--- config.mk ---
export PLATFORM = sky130hd
export DESIGN_NAME = isp_csc_arb
export DESIGN_NICKNAME = d
export VERILOG_FILES = /design/src/rtl/isp_csc_arb.sv
export SDC_FILE = /design/constraint.sdc
export NUM_CORES = 1
export LEC_CHECK = 0
export CAP_MARGIN = 10
export CORE_AREA = 2 2 75 77
export DETAILED_ROUTE_END_ITERATION = 16
export DIE_AREA = 0 0 77 79
export PLACE_DENSITY = 0.85
export RECOVER_POWER = 100
export SLEW_MARGIN = 20
export SYNTH_ARGS = -nofsm -noshare
export SYNTH_HDL_FRONTEND = slang
export SYNTH_SLANG_ARGS = --single-unit
export TNS_END_PERCENT = 30
--- constraint.sdc ---
create_clock -name clk -period 4.81 [get_ports clk]
set_clock_uncertainty 0.1 [all_clocks]
set_input_delay 0.962 -clock clk [delete_from_list [all_inputs] [get_ports clk]]
set_output_delay 0.962 -clock clk [all_outputs]
set_load 0.02 [all_outputs]
--- src/rtl/isp_csc_arb.sv ---
// Frame-granular round-robin arbiter in front of a shared isp_csc instance.
// One source owns the CSC per frame; ownership moves only after its last result drains.
module isp_csc_arb #(
    parameter int MAX_INFLIGHT = 4,
    parameter int CNT_W        = 3
) (
    input  logic        clk,
    input  logic        rst_n,
    input  logic        arb_en,
    input  logic        s0_valid,
    output logic        s0_ready,
    input  logic [23:0] s0_rgb,
    input  logic        s0_last,
    input  logic        s1_valid,
    output logic        s1_ready,
    input  logic [23:0] s1_rgb,
    input  logic        s1_last,
    output logic        csc_valid,
    input  logic        csc_ready,
    output logic [23:0] csc_rgb,
    input  logic        csc_valid_s,
    output logic        csc_ready_s,
    input  logic [7:0]  csc_gray,
    input  logic [23:0] csc_rgb_s,
    output logic        r0_valid,
    input  logic        r0_ready,
    output logic [7:0]  r0_gray,
    output logic [23:0] r0_rgb,
    output logic        r0_last,
    output logic        r1_valid,
    input  logic        r1_ready,
    output logic [7:0]  r1_gray,
    output logic [23:0] r1_rgb,
    output logic        r1_last,
    output logic        busy,
    output logic        owner,
    output logic [1:0]  frame_done
);
    typedef enum logic [1:0] {IDLE, BUSY, DRAIN} state_t;

    localparam logic [CNT_W-1:0] MAX_CNT = CNT_W'(MAX_INFLIGHT);
    localparam logic [CNT_W-1:0] ONE     = CNT_W'(1);

    state_t           state;
    logic             last_owner;
    logic [CNT_W-1:0] inflight;
    logic             room, own_valid, own_last, own_rdy_s;
    logic             acc, ret, res_last, drain_end, winner;

    assign room      = inflight < MAX_CNT;
    assign own_valid = owner ? s1_valid : s0_valid;
    assign own_last  = owner ? s1_last  : s0_last;
    assign own_rdy_s = owner ? r1_ready : r0_ready;

    // Forward path: only the owner is connected, and only while BUSY.
    assign csc_valid = (state == BUSY) && own_valid && room;
    assign csc_rgb   = owner ? s1_rgb : s0_rgb;
    assign s0_ready  = (state == BUSY) && !owner && csc_ready && room;
    assign s1_ready  = (state == BUSY) &&  owner && csc_ready && room;
    assign acc       = csc_valid && csc_ready;

    // Return path stays open through DRAIN so the tail of the frame can leave.
    assign csc_ready_s = (state != IDLE) && own_rdy_s;
    assign ret         = csc_valid_s && csc_ready_s;
    assign res_last    = (state == DRAIN) && (inflight == ONE);
    assign drain_end   = res_last && ret;

    assign r0_valid = (state != IDLE) && !owner && csc_valid_s;
    assign r1_valid = (state != IDLE) &&  owner && csc_valid_s;
    assign r0_last  = r0_valid && res_last;
    assign r1_last  = r1_valid && res_last;
    assign r0_gray  = csc_gray;
    assign r1_gray  = csc_gray;
    assign r0_rgb   = csc_rgb_s;
    assign r1_rgb   = csc_rgb_s;

    assign busy   = (state != IDLE);
    assign winner = (s0_valid && s1_valid) ? ~last_owner : s1_valid;

    always_ff @(posedge clk or negedge rst_n) begin
        if (!rst_n) begin
            state      <= IDLE;
            owner      <= 1'b0;
            last_owner <= 1'b1;
            inflight   <= '0;
            frame_done <= '0;
        end else begin
            frame_done <= '0;
            case (state)
                IDLE: if (arb_en && (s0_valid || s1_valid)) begin
                    owner <= winner;
                    state <= BUSY;
                end
                BUSY: if (acc && own_last) state <= DRAIN;
                DRAIN: if (drain_end) begin
                    state      <= IDLE;
                    last_owner <= owner;
                    frame_done <= owner ? 2'b10 : 2'b01;
                end
                default: state <= IDLE;
            endcase
            // Simultaneous accept and return leaves the count unchanged.
            case ({acc, ret})
                2'b10:   inflight <= inflight + ONE;
                2'b01:   inflight <= inflight - ONE;
                default: inflight <= inflight;
            endcase
        end
    end

    a_no_underflow: assert property (@(posedge clk) disable iff (!rst_n) !(ret && inflight == '0));
    a_no_overflow:  assert property (@(posedge clk) disable iff (!rst_n) inflight <= MAX_CNT);

endmodule

==> flow_metrics.py, run 1 <==
metrics = {
    "status": {
        "status": "finished clean",
    },
    "sta": {
        "hold_violations": 0,
        "period_needed_ps": 3750,
        "setup_viol": 0,
        "slew_violations": 0,
        "fin_crit_sh_pct": 77.9,
        "fmax_mhz": 267,
        "max-slew-margin-rel_pct": 28.3,
        "tns_ps": 0,
        "rsz0062_at_grt": "no",
        "worst_pin_slew_ps": 1080,
    },
    "placement": {
        "post_dp_cell_area_um2": 1860,
        "dp.cells": 247,
        "gp_congestion": 0.705,
        "io_buffers": 94,
        "dpl.hpwl_um": 3060,
    },
    "floorplan": {
        "rows": 27,
        "io_pins": 191,
        "coreArea_um2": 5340,
        "die_y_um": 79,
        "dieArea_um2": 6080,
        "start_util_pct": 24.7,
        "chipWidth_um": 77,
    },
    "power_and_ir_drop": {
        "clkPwrFrac_pct": 10.6,
        "powerDensity_nw_per_um2": 427,
        "power.switching_w": 0.000347,
        "power_frac_comb_pct": 68.7,
        "power.internal_w": 0.000459,
        "swShare_pct": 43.0,
        "power_leakage_nw": 0.769,
        "seqPwrFrac_pct": 20.7,
        "max-vdd-ir-drop_v": 0.000271,
    },
    "min_path": {
        "min_path_type": "reg2reg",
        "hold_depth": 1,
        "hp-start": "inflight[2]",
        "min_to": "inflight[2]",
    },
    "worst_setup_path": {
        "cpPeakStageDelay_ps": 1040,
        "crit_start": "owner",
        "r2r-end": "inflight[2]",
        "r2r_start": "owner",
        "rrSetupSlack_ps": 2270,
        "crit_required_ps": 3750,
        "end_kind": "output port",
        "crit_type": "reg2out",
        "arrival_ps": 2680,
        "crit_chain": "clkbuf_1, mux2_2, dlygate4sd3_1",
        "crit_slowest_cell": "dfrtp_1",
        "critPathMaxFanout": 28,
        "reg2reg_depth": 5,
        "cp-start-kind": "register",
    },
    "clock_network": {
        "cts-root-buf": "clkbuf_8",
        "cts_resized": 0,
        "cts_tree": "yes",
        "cts_setup_buffers": 0,
        "numClockSinks": 9,
        "cts-hold-fix-buffers": 0,
        "cts_made_buffers": 3,
        "h-tree-depth": 1,
        "clk_latency_ps": 230,
        "clk_path_buf_depth": 2,
        "path_clk_slew_ps": 40,
    },
    "routing": {
        "top_layer": "met4",
        "via_per_inst": 4.13,
        "drcViolationCount": 0,
        "wl_um": 3660,
        "routedWlPerCell_um": 14.6,
        "first_pass_iters": 4,
        "ant_nets": 0,
        "vias": 1037,
        "drt-met1-wl_um": 1440,
        "wl_met3_um": 364,
        "wl_met2_um": 1770,
        "drtIter0Drc": 15,
    },
    "synth": {
        "syn_area_um2": 1320,
        "synth-seq-cells": 9,
        "ys_warn_count": 0,
        "ys_seq_area_share_pct": 17.2,
        "synth_area_per_cell_um2": 8.92,
        "synth_cell_type_count": 26,
        "synth_nets": 243,
        "synthCells": 148,
    },
    "cells_and_area": {
        "drive_above_1_share_pct": 15.6,
        "areaGrowthSynthToFinish_pct": 43.0,
        "finalNonFillerCells": 251,
        "fillers": 567,
        "final_util_pct": 35.4,
        "stdcell_area_um2": 1890,
        "fin_nets": 275,
        "antenna-diode-count": 0,
    },
    "grt": {
        "grt_pass1_vias": 1084,
        "grt-ovfl-total": 0,
        "antenna_found_initial": 0,
        "grt_use_total_pct": 11.5,
        "grt_pass1_wl_um": 5580,
        "grt_max_degree": 29,
    },
    "run": {
        "max-cap-violations": 0,
    },
}
## through the flow
stage | setup slack [ps] | power (W) | hold WS [ps]
finish | 1060 | 0.000806 | 388
global route | 854 | 0.000862 | 402
CTS | 1200 | 0.000861 | 388
detailed placement | 1330 | 0.000770 | 379
global placement | 1340 | 0.000761 | 375
floorplan | 2360 | 0.000576 | 357
## logic make-up after synthesis
group	Yosys count	share of synthesized area, %
multiplexers	29	24.6
XOR/XNOR	3	1.99
AND/OR/NAND/NOR	22	9.00
flip-flops	9	17.2
adder cells (fa/ha/maj)	4	3.79
AO/OA/AOI/OAI	8	3.89
buffers and inverters	73	39.5
## worst max-delay path by stage
| stage | end | cells past startpoint | slack (ps) |
|---|---|---|---|
| finish | csc_rgb[18] | 3 | 1060 |
| global route | csc_rgb[18] | 3 | 850 |
| CTS | csc_rgb[18] | 3 | 1200 |
| global placement | r0_valid | 4 | 1340 |
| detailed placement | r0_valid | 4 | 1330 |
| floorplan | csc_ready_s | 2 | 2360 |
## power by group through the flow
stage | clock network [W] | registers, W | logic, W
3_3_place_gp | 0 | 0.000169 | 0.000593
6_report | 0.0000852 | 0.000167 | 0.000554
4_1_cts | 0.0000879 | 0.000171 | 0.000602
2_1_floorplan | 0 | 0.000127 | 0.000449
5_1_grt | 0.0000918 | 0.000176 | 0.000593
3_5_place_dp | 0 | 0.000172 | 0.000598
## worst max-delay path, delay by kind of cell (launching register included)
family   cells  cell delay [ps]
flops        1             1040
buf+inv      2             1040
mux          1              370
## sequential cells by signal (all words and copies together), names as in the netlist
signal,flops
frame_done,2
state,2
owner,1
inflight,3
last_owner,1
## synth_stat cells
cell type	instances	area [um^2]
o21ai_1	1	5.00
dfstp_2	1	26.3
o32ai_1	1	8.76
dfrtp_1	8	200
nor2_1	8	30.0
xnor2_1	2	17.5
and2_1	2	12.5
nand3b_1	1	7.51
inv_1	5	18.8
o21a_1	1	7.51
xor2_1	1	8.76
mux2i_1	3	30.0
nor2b_1	1	6.26
a21oi_1	2	10.0
mux2_2	24	270
nor3b_2	1	12.5
mux2_1	1	11.3
ha_1	4	50.1
buf_4	65	488
buf_2	3	15.0
mux2i_2	1	13.8
o21ai_0	2	10.0
and4bb_1	1	12.5
nor3b_1	2	15.0
a32o_1	1	10.0
nand2_1	6	22.5
## placed cells by master (no fill, tap or decap), drive strengths merged
cell           instances
a21oi                  2
a32o                   1
and2                   2
and4bb                 1
clkbuf                 5
clkdlybuf4s50         57
dfrtp                  8
dfstp                  1
dlygate4sd3           37
ha                     4
inv                    5
mux2                  25
mux2i                  4
nand2                  6
nand3b                 1
nor2                   8
nor2b                  1
nor3b                  3
o21a                   1
o21ai                  3
o32ai                  1
xnor2                  2
xor2                   1
## area by class of cell
cell class | instances | area (um^2) | area share (%)
well taps | 72 | 90.1 | 4.77
repair buffers | 95 | 945 | 50.0
multi-input cells | 66 | 563 | 29.8
flip-flops and latches | 9 | 226 | 12.0
clock buffers | 4 | 45.0 | 2.39
inverters | 5 | 18.8 | 0.994
## routing by layer
metal  up-vias  GRT usage [%]
met4         0           4.82
met3        16           3.75
li1        486              -
met1       460           13.6
met5         -              0
met2        75           19.1
No activity file was read; power rests on OpenSTA's default activity.
==> run 2: changes to the inputs <==
--- a/config.mk
+++ b/config.mk
@@ -6,10 +6,9 @@
 export NUM_CORES = 1
 export LEC_CHECK = 0
 export CAP_MARGIN = 10
-export CORE_AREA = 2 2 75 77
+export CORE_UTILIZATION = 24
 export DETAILED_ROUTE_END_ITERATION = 16
-export DIE_AREA = 0 0 77 79
-export PLACE_DENSITY = 0.85
+export PLACE_DENSITY = 0.82
 export RECOVER_POWER = 100
 export SLEW_MARGIN = 20
 export SYNTH_ARGS = -nofsm -noshare
==> constraint.sdc (replaced) <==
create_clock -name clk -period 3.9 [get_ports clk]
set_clock_uncertainty 0.1 [all_clocks]
set_input_delay 0.78 -clock clk [delete_from_list [all_inputs] [get_ports clk]]
set_output_delay 0.78 -clock clk [all_outputs]
set_load 0.02 [all_outputs]
==> run 2 against run 1 <==
  * Final area about the same
  * Global-route usage shrank 0.74 points
  * Hold slack improved by 3.3 ps
  * Critical endpoint is now csc_ready_s
  * Non-clock buffer count did not move
  * Power grew 23%
  * Flip-flop and latch count did not move
  * Clock power rose by 30%
  * Routed wire length fell by 13%
  * First-iteration DRC count down 20%
==> flow_metrics.py, run 2 (synthesized netlist as in run 1, its figures left out) <==
metrics = {
    "sta": {
        "slew_violations": 0,
        "fin_crit_sh_pct": 84.1,
        "period_needed_ps": 3280,
        "rsz0062_at_grt": "no",
        "setup_viol": 0,
        "hold_violations": 0,
        "tns_ps": 0,
        "max-slew-margin-rel_pct": 44.6,
        "worst_pin_slew_ps": 831,
        "fin_hold_ws_ps": 391,
        "fmax_mhz": 305,
    },
    "floorplan": {
        "coreArea_um2": 5200,
        "rows": 26,
        "dieArea_um2": 5800,
        "start_util_pct": 25.4,
        "die_y_um": 76.2,
        "chipWidth_um": 76.2,
        "io_pins": 191,
    },
    "grt": {
        "antenna_found_initial": 0,
        "grt_pass1_wl_um": 4950,
        "grt-ovfl-total": 0,
        "grt_use_total_pct": 10.7,
        "grt_max_degree": 36,
        "grt_pass1_vias": 1044,
    },
    "power_and_ir_drop": {
        "seqPwrFrac_pct": 15.8,
        "clkPwrFrac_pct": 11.1,
        "power.switching_w": 0.000424,
        "max-vdd-ir-drop_v": 0.000159,
        "powerDensity_nw_per_um2": 526,
        "swShare_pct": 42.8,
        "power.internal_w": 0.000567,
        "power_leakage_nw": 0.774,
        "power_frac_comb_pct": 73.1,
    },
    "cells_and_area": {
        "multi_input_area_um2": 563,
        "final-seq-area_um2": 226,
        "fillers": 512,
        "antenna-diode-count": 0,
        "regMostFlops": "inflight",
        "largest_register_ff_count": 3,
        "layout_common_cells": "clkdlybuf4s50_1, dlygate4sd3_1, mux2_2, nor2_1, dfrtp_1",
        "final_common_cell": "clkdlybuf4s50_1",
        "final_util_pct": 36.3,
        "stdcell_area_um2": 1890,
        "drive_above_1_share_pct": 16.2,
        "finalNonFillerCells": 249,
        "areaGrowthSynthToFinish_pct": 42.9,
        "reg_top3": "inflight (3), frame_done (2), state (2)",
        "fin_nets": 275,
    },
    "min_path": {
        "min_path_type": "reg2reg",
    },
    "clock_network": {
        "cts_made_buffers": 3,
        "cts-root-buf": "clkbuf_8",
        "path_clk_slew_ps": 50,
        "h-tree-depth": 1,
        "cts-hold-fix-buffers": 0,
        "clk_latency_ps": 240,
        "cts_tree": "yes",
        "clk_path_buf_depth": 2,
        "cts_resized": 0,
        "cts_setup_buffers": 0,
        "numClockSinks": 9,
    },
    "worst_setup_path": {
        "arrival_ps": 2400,
        "end_kind": "output port",
        "cp-start-kind": "input port",
        "crit_chain": "dlygate4sd3_1, mux2i_1, a21oi_1, dlygate4sd3_1",
        "crit_slowest_cell": "dlygate4sd3_1",
        "crit_required_ps": 3020,
        "cpPeakStageDelay_ps": 660,
        "critPathMaxFanout": 3,
        "cp_common_cell": "dlygate4sd3_1",
        "crit_type": "in2out",
    },
    "placement": {
        "dpl.hpwl_um": 2660,
        "post_dp_cell_area_um2": 1850,
        "gp_congestion": 0.737,
        "dp.cells": 245,
        "io_buffers": 94,
    },
    "routing": {
        "drtIter0Drc": 12,
        "first_pass_iters": 4,
        "routedWlPerCell_um": 12.9,
        "drcViolationCount": 0,
        "ant_nets": 0,
        "via_per_inst": 4.11,
        "wl_um": 3200,
        "vias": 1024,
    },
    "run": {
        "max-cap-violations": 0,
    },
    "status": {
        "status": "finished clean",
    },
}
-- run 2: area by class of cell --
type	instances	share of cell area [%]
Sequential cell	9	12.0
Tap cell	70	4.64
Timing Repair Buffer	95	50.1
Inverter	5	0.995
Multi-Input combinational cell	66	29.8
Clock buffer	4	2.39
-- run 2: per-layer routing --
layer	wire length, um	up-vias	part of all wire (%)	global-route usage [%]
met5	0	-	0	0
met4	65	0	2.0	5.38
met3	332	11	10	4.07
met2	1630	64	51	19.8
met1	1180	462	37	10.4
li1	-	487	-	-
-- run 2: power groups by stage --
stage	sequential, W	combinational, W	clock [W]
2_1_floorplan	0.000157	0.000554	0
3_3_place_gp	0.000156	0.000765	0
3_5_place_dp	0.000157	0.000778	0
4_1_cts	0.000156	0.000782	0.000111
5_1_grt	0.000162	0.000771	0.000117
6_report	0.000156	0.000725	0.000111
-- run 2: worst max-delay path: cells and delay by family --
kind	cells	cell delay, ps
buffers and inverters	2	1190
AOI/OAI and AO/OA	1	80
muxes	1	340
-- run 2: path summary, 6_finish.rpt --
path	slack, ps	depth (start not counted)	start	end
worst max-delay path	620	4	r1_ready	csc_ready_s
worst min-delay path	390	1	inflight[2]	inflight[2]
worst max register to register	1520	6	owner	inflight[2]
worst min register to register	390	1	inflight[2]	inflight[2]
max in group asynchronous	2540	1	rst_n	last_owner
min in group asynchronous	820	1	rst_n	inflight[2]
-- run 2: through the flow --
| stage | worst slack, ps | total power, W |
|---|---|---|
| after floorplan | 1780 | 0.000711 |
| after global placement | 845 | 0.000921 |
| after detailed placement | 822 | 0.000936 |
| after CTS | 820 | 0.00105 |
| after global routing | 522 | 0.00105 |
| final | 621 | 0.000992 |
==> run 3: changes to the inputs <==
--- a/config.mk
+++ b/config.mk
@@ -6,9 +6,9 @@
 export NUM_CORES = 1
 export LEC_CHECK = 0
 export CAP_MARGIN = 10
-export CORE_UTILIZATION = 24
+export CORE_UTILIZATION = 22
 export DETAILED_ROUTE_END_ITERATION = 16
-export PLACE_DENSITY = 0.82
+export PLACE_DENSITY = 0.79
 export RECOVER_POWER = 100
 export SLEW_MARGIN = 20
 export SYNTH_ARGS = -nofsm -noshare
==> constraint.sdc (replaced) <==
create_clock -name clk -period 2.7 [get_ports clk]
set_clock_uncertainty 0.1 [all_clocks]
set_input_delay 0.54 -clock clk [delete_from_list [all_inputs] [get_ports clk]]
set_output_delay 0.54 -clock clk [all_outputs]
set_load 0.02 [all_outputs]
==> run 3 against run 2 <==
  * Hold slack gained 14 ps
  * Routed wire length shrank 3.2%
  * Final area is 2.1% higher
  * Final cell count increased by 1.2%
  * Combinational power is 49% higher
  * Critical path depth shrank 1
  * Global-route usage decreased by 1.5 points
  * Sequential power is 63% higher
  * Clock-buffer cell count unchanged
  * Setup slack worse by 510 ps
  * Core utilization is 2.1 points lower
  * Critical path type is now reg2out
  * Largest power group unchanged
==> flow_metrics.py, run 3 (synthesized netlist as in run 1, its figures left out) <==
metrics = {
    "clock_network": {
        "cts-hold-fix-buffers": 0,
        "cts_tree": "yes",
        "numClockSinks": 9,
        "path_clk_slew_ps": 40,
        "h-tree-depth": 1,
        "cts_resized": 0,
        "clk_path_buf_depth": 2,
        "cts_made_buffers": 3,
        "cts_setup_buffers": 0,
        "clk_latency_ps": 230,
        "cts-root-buf": "clkbuf_8",
    },
    "worst_setup_path": {
        "end_kind": "output port",
        "rrSetupSlack_ps": 730,
        "cp-start-kind": "register",
        "crit_type": "reg2out",
        "arrival_ps": 1950,
        "critPathMaxFanout": 22,
        "crit_required_ps": 2060,
        "crit_slowest_cell": "dlygate4sd3_1",
        "cpPeakStageDelay_ps": 660,
        "crit_chain": "buf_12, mux2_2, dlygate4sd3_1",
    },
    "power_and_ir_drop": {
        "powerDensity_nw_per_um2": 772,
        "max-vdd-ir-drop_v": 0.000363,
        "fin_total_pwr_w": 0.00149,
        "power_leakage_nw": 0.774,
    },
    "sta": {
        "setup_viol": 0,
        "rsz0062_at_grt": "no",
        "fin_crit_sh_pct": 95.9,
        "slew_violations": 0,
        "hold_violations": 0,
        "fmax_mhz": 386,
        "tns_ps": 0,
        "worst_pin_slew_ps": 538,
        "period_needed_ps": 2590,
        "max-slew-margin-rel_pct": 64.1,
    },
    "routing": {
        "vias": 1034,
        "drtIter0Drc": 13,
        "wl_um": 3100,
        "drcViolationCount": 0,
        "routedWlPerCell_um": 12.3,
        "ant_nets": 0,
        "via_per_inst": 4.10,
        "first_pass_iters": 3,
    },
    "floorplan": {
        "io_pins": 191,
        "dieArea_um2": 6310,
        "start_util_pct": 23.4,
        "chipWidth_um": 79.5,
        "rows": 27,
        "die_y_um": 79.5,
        "coreArea_um2": 5640,
    },
    "cells_and_area": {
        "largest_register_ff_count": 3,
        "regMostFlops": "inflight",
        "fin_nets": 276,
        "areaGrowthSynthToFinish_pct": 45.9,
        "fillers": 577,
        "drive_above_1_share_pct": 17.2,
        "antenna-diode-count": 0,
        "final_common_cell": "clkdlybuf4s50_1",
        "reg_top3": "inflight (3), frame_done (2), state (2)",
        "layout_common_cells": "clkdlybuf4s50_1, dlygate4sd3_1, mux2_2, nor2_1, dfrtp_1",
    },
    "run": {
        "max-cap-violations": 0,
    },
    "placement": {
        "gp_congestion": 0.856,
        "dpl.hpwl_um": 2570,
        "io_buffers": 94,
    },
    "grt": {
        "grt_max_degree": 23,
        "grt-ovfl-total": 0,
        "grt_pass1_wl_um": 4760,
        "antenna_found_initial": 0,
        "grt_use_total_pct": 9.23,
        "grt_pass1_vias": 1013,
    },
    "min_path": {
        "min_path_type": "reg2reg",
    },
    "status": {
        "status": "finished clean",
    },
}
## run 3: power by group
group          internal (W)  total (W)  switching [W]
clock              0.000102   0.000150      0.0000475
combinational      0.000588    0.00108       0.000493
sequential         0.000184   0.000255      0.0000712
## run 3: cell type report
class                   instances  area [um^2]  share of cell area (%)
well taps                      72         90.1                    4.68
clock buffers                   4         45.0                    2.34
repair buffers                 96          981                    50.9
multi-input cells              66          563                    29.2
flip-flops and latches          9          228                    11.8
inverters                       5         18.8                   0.975
## run 3: critical path, delay by kind of cell, from the launching register on
family | cells | cell delay [ps]
buffers and inverters | 2 | 870
flip-flops | 1 | 500
multiplexers | 1 | 340
## run 3: final timing paths
kind / cells past startpoint / start / end
worst max-delay path: 3 / owner / csc_rgb[10]
max in group asynchronous: 1 / rst_n / last_owner
worst max register to register: 6 / owner / inflight[2]
worst min-delay path: 2 / inflight[1] / inflight[1]
min in group asynchronous: 1 / rst_n / frame_done[1]
worst min register to register: 2 / inflight[1] / inflight[1]
## run 3: routing by layer
metal  vias to the layer above  GRT usage (%)  routed length [um]
met5                         -              0                   0
met4                         0           1.82                  21
met1                       468           10.4                1160
li1                        486              -                   -
met3                         5           4.46                 400
met2                        75           15.7                1510
## run 3: per-stage QoR
stage	instance area [um^2]	instances	hold WS, ps	setup WS [ps]	util [%]
2_1_floorplan	1320	148	144	824	-
4_1_cts	1930	252	406	63.1	34.3
6_report	1930	252	406	110	34.1
3_3_place_gp	1890	248	390	183	33.5
5_1_grt	1930	252	415	32.4	34.1
3_5_place_dp	1890	248	401	162	33.5
